## config.mk

```make
export PLATFORM = sky130hd
export DESIGN_NAME = router_fifo_flat
export DESIGN_NICKNAME = d
export VERILOG_FILES = /design/src/rtl/router_fifo_if.sv /design/src/rtl/router_fifo.sv /design/src/flat_wrapper.sv
export SDC_FILE = /design/constraint.sdc
export NUM_CORES = 1
export LEC_CHECK = 0
export ABC_AREA = 1
export CAP_MARGIN = 20
export CORE_MARGIN = 2
export CORE_UTILIZATION = 30
export DETAILED_ROUTE_END_ITERATION = 12
export PLACE_DENSITY = 0.48
export SYNTH_ARGS = -nofsm -noshare
export SYNTH_HDL_FRONTEND = slang
export SYNTH_SLANG_ARGS = --single-unit
```

## constraint.sdc

```tcl
create_clock -name clock -period 2 [get_ports clock]
set_input_delay 0.4 -clock clock [delete_from_list [all_inputs] [get_ports clock]]
set_output_delay 0.4 -clock clock [all_outputs]
set_load 0.05 [all_outputs]
```

## src/rtl/router_fifo_if.sv

```systemverilog
// Port bundle for one router output buffer: write/read handshake, flush and status flags.
// The FIFO connects through the slave modport. The driving logic (synchroniser and reader) connects through master.
interface router_fifo_if #(
    parameter int WIDTH = 8
);
    logic             soft_reset;
    logic             write_enb;
    logic             read_enb;
    logic             lfd_state;
    logic [WIDTH-1:0] data_in;
    logic [WIDTH-1:0] data_out;
    logic             full;
    logic             empty;

    modport master (
        output soft_reset, write_enb, read_enb, lfd_state, data_in,
        input  data_out, full, empty
    );

    modport slave (
        input  soft_reset, write_enb, read_enb, lfd_state, data_in,
        output data_out, full, empty
    );
endinterface

```

## src/rtl/router_fifo.sv

```systemverilog
// Per-port output buffer of the 1x3 router. It holds header-tagged bytes and clears the output once a packet has drained.
// Optional build macro ROUTER_FIFO_TRISTATE_EN: the cases that clear data_out drive high-Z instead of zero.
module router_fifo #(
    parameter int DEPTH = 16,
    parameter int WIDTH = 8
) (
    input  logic          clock,
    input  logic          resetn,
    router_fifo_if.slave  bus
);
    localparam int AW = $clog2(DEPTH);

`ifdef ROUTER_FIFO_TRISTATE_EN
    localparam logic [WIDTH-1:0] CLR_VAL = {WIDTH{1'bz}};
`else
    localparam logic [WIDTH-1:0] CLR_VAL = '0;
`endif

    typedef struct packed {
        logic             hdr;
        logic [WIDTH-1:0] data;
    } entry_t;

    entry_t        mem [DEPTH];
    logic [AW:0]   wr_ptr, rd_ptr;
    logic [6:0]    count;
    logic          full_c, empty_c;
    logic          do_wr, do_rd;
    entry_t        rd_word;

    // Each pointer is an index plus one wrap bit. Equal indices therefore mean full or empty, depending on the wrap bits.
    assign empty_c  = (wr_ptr == rd_ptr);
    assign full_c   = (wr_ptr[AW-1:0] == rd_ptr[AW-1:0]) && (wr_ptr[AW] != rd_ptr[AW]);
    assign bus.full  = full_c;
    assign bus.empty = empty_c;

    assign do_wr   = bus.write_enb && !full_c && !bus.soft_reset;
    assign do_rd   = bus.read_enb  && !empty_c && !bus.soft_reset;
    assign rd_word = mem[rd_ptr[AW-1:0]];

    // A soft reset leaves the stored words alone. Only a hard reset scrubs them.
    always_ff @(posedge clock or negedge resetn) begin
        if (!resetn) begin
            for (int i = 0; i < DEPTH; i++) mem[i] <= '0;
        end else if (do_wr) begin
            mem[wr_ptr[AW-1:0]] <= '{hdr: bus.lfd_state, data: bus.data_in};
        end
    end

    always_ff @(posedge clock or negedge resetn) begin
        if (!resetn) begin
            wr_ptr <= '0;
            rd_ptr <= '0;
            count  <= '0;
        end else if (bus.soft_reset) begin
            wr_ptr <= '0;
            rd_ptr <= '0;
            count  <= '0;
        end else begin
            if (do_wr) wr_ptr <= wr_ptr + 1'b1;
            if (do_rd) begin
                rd_ptr <= rd_ptr + 1'b1;
                // Header byte carries the payload length in [7:2]. The extra one accounts for the parity byte.
                if (rd_word.hdr)
                    count <= 7'(rd_word.data[WIDTH-1:2]) + 7'd1;
                else if (count != '0)
                    count <= count - 7'd1;
            end
        end
    end

    always_ff @(posedge clock or negedge resetn) begin
        if (!resetn)
            bus.data_out <= CLR_VAL;
        else if (bus.soft_reset)
            bus.data_out <= CLR_VAL;
        else if (do_rd)
            bus.data_out <= rd_word.data;
        else if (count == '0)
            bus.data_out <= CLR_VAL;
    end
endmodule

```

## src/flat_wrapper.sv

```systemverilog
// flat-port wrapper written by rule: the top's interface ports become plain ports
module router_fifo_flat 
#(
    parameter int DEPTH = 16,
    parameter int WIDTH = 8
)
  (clock, resetn, bus_soft_reset, bus_write_enb, bus_read_enb, bus_lfd_state, bus_data_in, bus_data_out, bus_full, bus_empty);
  router_fifo_if #(.WIDTH(WIDTH)) bus_i ();
  input  logic clock;
  input  logic resetn;
  input wire logic [$bits(bus_i.soft_reset)-1:0] bus_soft_reset;
  input wire logic [$bits(bus_i.write_enb)-1:0] bus_write_enb;
  input wire logic [$bits(bus_i.read_enb)-1:0] bus_read_enb;
  input wire logic [$bits(bus_i.lfd_state)-1:0] bus_lfd_state;
  input wire logic [$bits(bus_i.data_in)-1:0] bus_data_in;
  output wire logic [$bits(bus_i.data_out)-1:0] bus_data_out;
  output wire logic [$bits(bus_i.full)-1:0] bus_full;
  output wire logic [$bits(bus_i.empty)-1:0] bus_empty;
  assign bus_i.soft_reset = bus_soft_reset;
  assign bus_i.write_enb = bus_write_enb;
  assign bus_i.read_enb = bus_read_enb;
  assign bus_i.lfd_state = bus_lfd_state;
  assign bus_i.data_in = bus_data_in;
  assign bus_data_out = bus_i.data_out;
  assign bus_full = bus_i.full;
  assign bus_empty = bus_i.empty;
  router_fifo #(.DEPTH(DEPTH), .WIDTH(WIDTH)) u_core (.clock(clock), .resetn(resetn), .bus(bus_i));
endmodule
```

==> flow_metrics.tcl <==
set metrics [dict create \
    seq_power_share_pct 38.9 \
    max_freq_ghz 0.472 \
    period_share_pct 106 \
    viasPerCell 4.61 \
    status "complete, but fails checks" \
    core_area_sq_um 27600 \
    ys_seq_elements 169 \
    drtIter0Drc 538 \
    synthCells 1064 \
    overflow 0 \
    antenna_found_initial 0 \
    hpwlAfterDp_microns 17000 \
    grt_pass1_wl_microns 39600 \
    setup_violations 6 \
    dr.pass1.iters 6 \
    pwr-share-clk_pct 34.1 \
    syn_area_sq_um 8390 \
    p_sw_share_pct 32.8 \
    ys_types 34 \
    diodes 0 \
    drc 0 \
    switchingPower_w 0.00329 \
    cp-start-kind "flip-flop" \
    cp_max_fo 2 \
    cts_num_sinks 169 \
    track_usage_pct 17.6 \
    place.port_buffers 23 \
    rsz0062_at_grt "yes" \
    syn_nets 1085 \
    critPathRequiredTime_ns 1.60 \
    rows 61 \
    numCtsBuffers 17 \
    powerDensity_nw_per_um2 932 \
    crit_arrival_ns 1.72 \
    cts_buffer_depth 2 \
    die_x_microns 171 \
    cap_violations 0 \
    cts_tree "built" \
    dieArea_sq_um 29300 \
    layout_commonest_cell "nand2_1" \
    ant_nets 0 \
    routedWlPerCell_microns 16.5 \
    synth_warnings 0 \
    grt_max_degree 43 \
    synth.area.top_cells "dfrtp_1 50%, nand2_1 15%, o21ai_0 9.8%" \
    ys_seq_area_share_pct 50.4 \
    synth_enable_flop_cells 0 \
    gp_congestion 0.806 \
    synth_ff_type "dfrtp_1" \
    avgSynthCellArea_sq_um 7.88 \
    skew_ns 0.00908 \
    hold_class "primary input to asynchronous set/reset pin" \
    setup_ws_ns -0.120 \
    ir_drop_v 0.000619 \
    combPwrFrac_pct 27.0 \
    fin_crit_ns 2.12 \
    failed_checks "setup timing" \
    worst_setup_path_end_kind "output port" \
    cts-root-buf "clkbuf_16" \
    final.setup.tns_ns -0.238 \
    hold_viol 0 \
    drv_slew 0 \
    layout_common_cells "323 x nand2_1, 166 x dfrtp_1, 149 x o21ai_0" \
    initial_core_util_pct 30.4 \
    pin_count 24 \
    power.internal_w 0.00674 \
    yosysTopAreaCell "dfrtp_1" \
    drt-total-wl_microns 25300 \
    dieHeight_microns 171 \
    layout-area-overhead-vs-synth_pct 28.3 \
    yosys.area.top_type_share_pct 50.4 \
    postSynth.asyncResetShare_pct 100 \
    worstMarginPinSlew_ns 0.554 \
    whs_ns 0.394 \
    nNetsFinal 1164 \
    clk-insertion-delay-late_ns 0.43 \
    relSlewSlack_pct 62.9 \
    crit_type "flip-flop to output port" \
    power.leakage_nw 5.19 \
    clk_pin_slew_ns 0.07 \
    vias 7068 \
    first_global_vias 6891 \
    drive_gt1_share_pct 17.6 \
    htree_levels 4 \
]
cells in the mapped netlist (4+ instances only):
cell type  count
a21oi_1       32
buf_2         18
buf_4         15
clkbuf_1      12
clkbuf_2       8
dfrtp_1      169
ha_1           7
inv_1        120
inv_2          4
nand2_1      339
nand2_2        9
nand3_1       56
nor2_1        41
nor2_2         5
nor3_1         4
o211ai_1       6
o21a_1        21
o21ai_0      165
xor2_1         7
power groups by stage:
stage / Combinational, W / Sequential [W] / Clock [W]
after CTS: 0.00237 / 0.00389 / 0.00350
after floorplan: 0.00126 / 0.00398 / 0
final: 0.00271 / 0.00390 / 0.00342
after global routing: 0.00298 / 0.00394 / 0.00363
after detailed placement: 0.00223 / 0.00397 / 0
after global placement: 0.00222 / 0.00397 / 0
critical path, stage by stage (launching register included):
cell and delay (ns):
dfrtp_1 0.40, buf_6 0.12, xor2_1 0.15, nor2_2 0.13, nand2_1 0.06, or2_4 0.24
inv_4 0.06, buf_12 0.12
stage by stage:
stage	area, sq um	setup slack [ns]	utilization, %	power [W]	instances
2_1_floorplan	8390	0.116	-	0.00525	1064
3_3_place_gp	9590	-0.0673	34.7	0.00619	1484
3_5_place_dp	9590	-0.0712	34.7	0.00620	1484
4_1_cts	10300	-0.167	37.3	0.00976	1520
5_1_grt	10800	-0.177	39.0	0.0106	1534
6_report	10800	-0.120	39.0	0.0100	1534
cells by family after synthesis:
family	Yosys count	share of synthesized area, %
AO/OA/AOI/OAI	238	15.6
flip-flops	169	50.4
buffers and inverters	178	9.11
adder cells (fa/ha/maj)	7	1.04
XOR/XNOR	9	0.940
AND/OR/NAND/NOR	463	22.9
flip-flops by register name (all words and copies together) (netlist names):
register and count:
u_core.mem 144, u_core.rd_ptr 5, u_core.wr_ptr 5, u_core.count 7, u_core.bus.data_out 8
metal layers:
metal | GRT usage, % | up-vias | routed length (microns)
met5 | 0 | - | 0
met4 | 4.27 | 0 | 364
met3 | 2.53 | 23 | 752
met2 | 27.4 | 127 | 11400
met1 | 25.9 | 3370 | 12800
li1 | - | 3548 | -
final timing paths:
path | from | endpoint | slack, ns | cells after the start
worst min register to register | u_core.bus.data_out[4] | u_core.bus.data_out[4] | 0.48 | 2
worst max register to register | u_core.rd_ptr[1] | u_core.count[6] | -0.03 | 15
worst max-delay path | u_core.rd_ptr[1] | bus_empty | -0.12 | 7
min in group clock | u_core.bus.data_out[4] | u_core.bus.data_out[4] | 0.48 | 2
worst min-delay path | resetn | u_core.mem[29] | 0.39 | 2
max in group asynchronous | resetn | u_core.mem[118] | 0.91 | 3
layout make-up:
cell class / instances / area, sq um
Clock buffer: 18 / 439
Clock inverter: 14 / 158
Inverter: 124 / 493
Timing Repair Buffer: 114 / 1340
Fill cell: 2832 / 16900
Tap cell: 378 / 473
Sequential cell: 169 / 4230
Multi-Input combinational cell: 717 / 3630
timing repair:
item,CTS,global route
cloned,0,5
setup endpoints to repair,49,72
gates resized for setup,47,80
hold buffers,1,0
hold endpoints to repair,18,0
buffers inserted,3,9
pin swaps,8,36
No activity file was read; power rests on OpenSTA's default activity.
